===== src/rtl/shift_reg_universal_pkg.sv =====
// Shared definitions for the universal shift register: operation codes,
// the counter-width helper and a small mode decoder used by the top level.
package shift_pkg;

  // Operation select codes carried on the 3-bit mode input.
  localparam logic [2:0] MODE_HOLD  = 3'd0;
  localparam logic [2:0] MODE_SHR   = 3'd1;
  localparam logic [2:0] MODE_SHL   = 3'd2;
  localparam logic [2:0] MODE_ROR   = 3'd3;
  localparam logic [2:0] MODE_ROL   = 3'd4;
  localparam logic [2:0] MODE_LOAD  = 3'd5;
  localparam logic [2:0] MODE_CLEAR = 3'd6;
  localparam logic [2:0] MODE_RSVD  = 3'd7;

  // Classification of a mode for the word counter.
  //   shift   : the cycle moves data by one position (SHR/SHL/ROR/ROL)
  //   restart : the cycle begins a fresh word (LOAD/CLEAR)
  typedef struct packed {
    logic shift;
    logic restart;
  } mode_class_t;

  // Width of the shifts-in-word counter. A 2-bit register still needs one
  // counter bit, so the result never drops below 1.
  function automatic int cnt_width(input int width);
    if (width <= 2) begin
      return 1;
    end
    return $clog2(width);
  endfunction

  // Map an operation code onto its counter classification. HOLD and the
  // reserved code fall through to "neither", which leaves the count alone.
  function automatic mode_class_t classify_mode(input logic [2:0] mode);
    mode_class_t c;
    c.shift   = 1'b0;
    c.restart = 1'b0;
    case (mode)
      MODE_SHR,
      MODE_SHL,
      MODE_ROR,
      MODE_ROL:   c.shift   = 1'b1;
      MODE_LOAD,
      MODE_CLEAR: c.restart = 1'b1;
      default:    ;
    endcase
    return c;
  endfunction

endpackage


===== src/rtl/shift_reg_universal_word_counter.sv =====
// Counts shifts within the current word and raises a one-cycle strobe on
// the cycle after the WIDTH-th shift. LOAD/CLEAR restart the word.
module shift_word_counter
  import shift_pkg::*;
#(
  parameter  int WIDTH = 4,
  localparam int CNT_W = cnt_width(WIDTH)
) (
  input  logic             clk,
  input  logic             reset_n,
  input  logic             en,
  input  logic             shift,
  input  logic             restart,
  output logic [CNT_W-1:0] shift_cnt,
  output logic             word_done
);

  // Count value on which the next shift completes a word.
  localparam logic [CNT_W-1:0] LAST_CNT = CNT_W'(WIDTH - 1);

  logic [CNT_W-1:0] cnt_nxt;
  logic             done_nxt;

  // Next count and strobe. The strobe defaults low so it lasts exactly one
  // cycle; restart wins over shift although both cannot come from one mode.
  always_comb begin
    cnt_nxt  = shift_cnt;
    done_nxt = 1'b0;
    if (en) begin
      if (restart) begin
        cnt_nxt = '0;
      end else if (shift) begin
        if (shift_cnt == LAST_CNT) begin
          cnt_nxt  = '0;
          done_nxt = 1'b1;
        end else begin
          cnt_nxt = shift_cnt + 1'b1;
        end
      end
    end
  end

  // Counter and strobe registers; reset clears both immediately so a
  // partially shifted word never produces a strobe.
  always_ff @(posedge clk or negedge reset_n) begin
    if (!reset_n) begin
      shift_cnt <= '0;
      word_done <= 1'b0;
    end else begin
      shift_cnt <= cnt_nxt;
      word_done <= done_nxt;
    end
  end

endmodule


===== src/rtl/shift_reg_universal.sv =====
// Parametrised universal shift register: shift left/right with serial
// inputs, rotate either way, parallel load, synchronous clear and a clock
// enable. A sub-module tracks shifts per word and strobes word_done.
module shift_reg_universal
  import shift_pkg::*;
#(
  parameter  int               WIDTH     = 4,
  parameter  logic [WIDTH-1:0] RESET_VAL = '0,
  localparam int               CNT_W     = cnt_width(WIDTH)
) (
  input  logic             clk,
  input  logic             reset_n,
  input  logic             en,
  input  logic [2:0]       mode,
  input  logic             sin_r,
  input  logic             sin_l,
  input  logic [WIDTH-1:0] pdata_in,
  output logic [WIDTH-1:0] q,
  output logic             sout_r,
  output logic             sout_l,
  output logic [CNT_W-1:0] shift_cnt,
  output logic             word_done
);

  logic [WIDTH-1:0] q_nxt;
  mode_class_t      mode_class;

  // Mode mux: next register contents. Disabled cycles, HOLD and the
  // reserved code all keep q; CLEAR writes zero rather than RESET_VAL.
  always_comb begin
    q_nxt = q;
    if (en) begin
      case (mode)
        MODE_SHR:   q_nxt = {sin_r, q[WIDTH-1:1]};
        MODE_SHL:   q_nxt = {q[WIDTH-2:0], sin_l};
        MODE_ROR:   q_nxt = {q[0], q[WIDTH-1:1]};
        MODE_ROL:   q_nxt = {q[WIDTH-2:0], q[WIDTH-1]};
        MODE_LOAD:  q_nxt = pdata_in;
        MODE_CLEAR: q_nxt = '0;
        default:    q_nxt = q;
      endcase
    end
  end

  // Data register with asynchronous reset to RESET_VAL.
  always_ff @(posedge clk or negedge reset_n) begin
    if (!reset_n) begin
      q <= RESET_VAL;
    end else begin
      q <= q_nxt;
    end
  end

  // Serial outputs are the two end bits of the register.
  always_comb begin
    sout_r = q[0];
    sout_l = q[WIDTH-1];
  end

  // Classify the requested operation for the word counter.
  always_comb begin
    mode_class = classify_mode(mode);
  end

  shift_word_counter #(
    .WIDTH (WIDTH)
  ) u_word_counter (
    .clk       (clk),
    .reset_n   (reset_n),
    .en        (en),
    .shift     (mode_class.shift),
    .restart   (mode_class.restart),
    .shift_cnt (shift_cnt),
    .word_done (word_done)
  );

endmodule


===== config.mk =====
export PLATFORM = sky130hd
export DESIGN_NAME = shift_reg_universal
export DESIGN_NICKNAME = d
export VERILOG_FILES = /design/src/rtl/shift_reg_universal_pkg.sv /design/src/rtl/shift_reg_universal_word_counter.sv /design/src/rtl/shift_reg_universal.sv
export SDC_FILE = /design/constraint.sdc
export NUM_CORES = 1
export LEC_CHECK = 0
export ABC_AREA = 1
export CAP_MARGIN = 20
export CORE_AREA = 10 10 47 49
export DETAILED_ROUTE_END_ITERATION = 7
export DIE_AREA = 0 0 57 59
export GPL_TIMING_DRIVEN = 0
export HOLD_SLACK_MARGIN = 0.1
export PLACE_DENSITY = 0.75
export SLEW_MARGIN = 20
export SYNTH_ARGS = -nofsm -noshare
export SYNTH_HDL_FRONTEND = slang
export SYNTH_SLANG_ARGS = --single-unit

===== constraint.sdc =====
create_clock -name clk -period 1.88 [get_ports clk]
set_input_delay 0.282 -clock clk [delete_from_list [all_inputs] [get_ports clk]]
set_output_delay 0.282 -clock clk [all_outputs]
set_load 0.02 [all_outputs]

# After elaboration in Yosys (flattened, before gate mapping)
# Cells that the tools add are included.
# word_totals
reg_bits	7
word_cells	27
out_inout_bits	9
input_bits	12
# op_classes
add_sub_neg	1
n_eq_ne	7
n_mux	10
n_reduce_logical	6
# ops
operator	n
$pmux 4 s6	1
$eq 3x3->1 const B	3
$eq 3x2->1 const B	2
$mux 1	6
$mux 2	3
$reduce_bool 6->1	1
$reduce_and 2->1	2
$reduce_or 4->1	1
$eq 3x1->1 const B	1
$add 2x1->2 const B	1
$eq 2x2->1 const B	1
$reduce_bool 2->1	1
$reduce_or 2->1	1

# Depth between registers and ports, before layout
# depth
depth_word	6
depth_mapped	9
depth_no_buf	8

# Hierarchy
# Synthesis repeated with hierarchy kept, for this count alone.
# hier_totals
hier_cells	80
area_unflattened_um2	526.8
# by_module_without_submodules
mod	cells_each	n_inst	area_per_inst_um2	seq_area_each_um2
shift_reg_universal	64	1	384.1	100.1
shift_word_counter	16	1	142.6	75.1

# Worst setup path after synthesis
# No wires, ideal clock.
# synth_timing
kind	input -> register
startpoint	input mode[1]
endpoint	register q[3]
arrival_time_ps	1027
stages	8
path_buffers	1
setup_ps	117
t_required_ps	1763
slack_ps	736
cell_sequence	buf_4 -> inv_1 -> nand2_1 -> nand2_4 -> o21ai_4 -> inv_4 -> nand2_1 -> nand2_1
# synth_between
elab_chain_cells	3
word_cells_on_any_way	9
cone_classes	6 x eq/ne; 1 x mux; 2 x reduce/logical
# synth_rtl
element	line_no	text
from (decl)	shift_reg_universal.sv:14	input logic [2:0] mode,
$eq 3x1->1, or another cell as far along	shift_reg_universal.sv:33	case (mode)
$reduce_bool 6->1 (no line)	--	
$reduce_and 2->1 (no line)	--	
to (signal assigned)	shift_reg_universal.sv:50	q <= q_nxt;
to (decl)	shift_reg_universal.sv:18	output logic [WIDTH-1:0] q,
# Several ways; a longest one is shown, not always the timed one.
# A chain may end at the register's enable or synchronous reset.

# Worst setup path in the final report
# layout_timing
startpoint	register q[3]
endpoint	output q[3]
# No word-level cell between the ends.

==> qor.yml <==
critPathCaptureType: "output port"
tightest_slew_ns: 0.3196
place_hpwl_um: 1040
r2r-start: "u_word_counter.shift_cnt[0]"
syn_inst: 73
regArea_sq_um: 175.2
crit_buf_inv: 2
cts_hold_repair.buffers: 0
dieArea_sq_um: 3363
status: "complete, no violations"
ir_worst_vdd_v: 0.0005326
path_delay_family: "buffers and inverters"
skew_ns: 0.0008289
ys_ff_latch: 7
start_kind: "register"
cts.path.max_buffers: 2
start_util: 0.3598
hold_slack_ns: 0.3001
crit_arrival_ns: 1.39
wl_per_cell_um: 11.51
reg2reg_to: "u_word_counter.shift_cnt[0]"
coreArea_sq_um: 1401
nFillCells: 142
drc: 0
final_hold_viol_count: 0
finalWirelength_um: 1289
final_common_cell: "nand2_1"
setup_violations: 0
min_path_type: "in2async"
syn_to_final_growth_pct: 46.90
cts_buffers: 3
cp.required_ns: 1.60
post_cts_buffers: 0
maxCapViolCount: 0
grt_max_degree: 10
rsz0062_at_grt: "false"
antenna_found_initial: 0
min_period_ns: 1.672
synth_area_sq_um: 504.2
tritoncts: "done"
place.gp.congestion: 0.8072
drt_pass1_iterations: 3
leakage_nw: 0.3661
cts.clk_slew.worst_paths_ns: 0.05
drtAntennaViolNets: 0
finalCritPeriodShare: 0.8891
num_vias: 524
cpPeakStageDelay_ns: 0.59
clock_latency_ns: 0.24
crit_type: "reg2out"
grt_first_pass_wirelength_um: 2235
drv_slew: 0
cts_root_buf: "clkbuf_4"
io_buffers: 19
seq_area_frac_synth: 0.3474
r2r_slack_ns: 0.86
crit_fanout: 5
pin_count: 21
drt-initial-drc-count: 7
cp_slowest_cell: "clkdlybuf4s50_1"
clock-sinks: 7
max_freq_mhz: 598.2
worstRegToRegCells: 4
globalRouteOverflowTotal: 0
drive_gt1_frac: 0.1354
fin_nets: 110
syn_avg_cell_area_sq_um: 6.907
syn-num-nets: 86
grtUsageTotal: 0.07957
n_antenna_cell: 0
multiInputGateArea_sq_um: 281.5
cts-resized-gates: 0
p_total_mw: 0.6793
ys_warn_count: 0
most-common-layout-cells: "nand2_1, clkdlybuf4s50_1, nand3_1, dfrtp_1, nand4_1"
fin_tns_setup_ns: 0
vias_per_cell: 4.679
slew_headroom: 0.7863
yosysUniqueCellTypes: 15
cts_htree_levels: 1
power.density_nw_per_um2: 917.1
die_x_um: 57
path_cells: "buf_4 > clkdlybuf4s50_1"
die_y_um: 59
cp.depth: 2
fin_util: 0.5286
num_rows: 14
grt_pass1_vias: 528
[worst max-delay path by stage]
stage | from | to | slack [ns]
after CTS | q[3] | q[3] | 0.19
after floorplan | mode[1] | q[3] | 0.74
after detailed placement | mode[0] | q[3] | 0.13
after global placement | mode[2] | q[3] | 0.14
after global routing | q[3] | q[3] | 0.13
final | q[3] | q[3] | 0.21
[state kept, by name, indices dropped and copies added (netlist names)]
signal / count
q: 4
u_word_counter.shift_cnt: 2
u_word_counter.word_done: 1
[kinds of logic (layout without fill, tap and decap cells)]
kind of cell / after synthesis / in the layout / share of synthesized area
AO/OA/AOI/OAI: 4 / 4 / 0.06203
AND/OR/NAND/NOR: 52 / 52 / 0.4715
buffers and inverters: 9 / 32 / 0.09430
adder cells (fa/ha/maj): 1 / 1 / 0.02481
flip-flops: 7 / 7 / 0.3474
[cell usage after synthesis]
cell type  number  area (sq um)
nand3_1         8         40.04
nor2_1          4         15.01
inv_1           3         11.26
nand2_1        31         116.4
nand4_1         6         37.54
dfrtp_1         7         175.2
inv_2           2         7.510
o21ai_4         1         16.27
nand2_2         1         6.260
inv_4           1         6.260
buf_4           3         22.52
nand2_4         2         22.52
o21ai_0         2         10.01
ha_1            1         12.51
a21oi_1         1         5.000
[layout make-up]
| cell class | count | share of cell area |
|---|---|---|
| multi-input cells | 57 | 0.3801 |
| flip-flops and latches | 7 | 0.2365 |
| well taps | 16 | 0.02703 |
| repair buffers | 19 | 0.2568 |
| clock buffers | 4 | 0.03547 |
| plain buffers | 3 | 0.03041 |
| inverters | 6 | 0.03378 |
[power breakdown]
part	leakage, nW	total, mW	internal [mW]	switching [mW]
Sequential	0.0916	0.231	0.190	0.0407
Combinational	0.260	0.319	0.158	0.161
Clock	0.0150	0.130	0.0806	0.0492
[stage by stage]
stage               cell area [sq um]  std cells  setup WS [ns]
floorplan                       504.2         73         0.7364
CTS                             740.7        112         0.1907
global route                    740.7        112         0.1347
global placement                714.4        108         0.1400
finish                          740.7        112         0.2084
detailed placement              714.4        108         0.1342
[per-layer routing]
metal	part of all wire	track usage	routed length, um
met2	0.43	0.1225	548
met3	0.10	0.03863	129
met5	0	0	0
met4	0.010	0.04027	13
met1	0.46	0.08937	597
No activity file was read; power rests on OpenSTA's default activity.
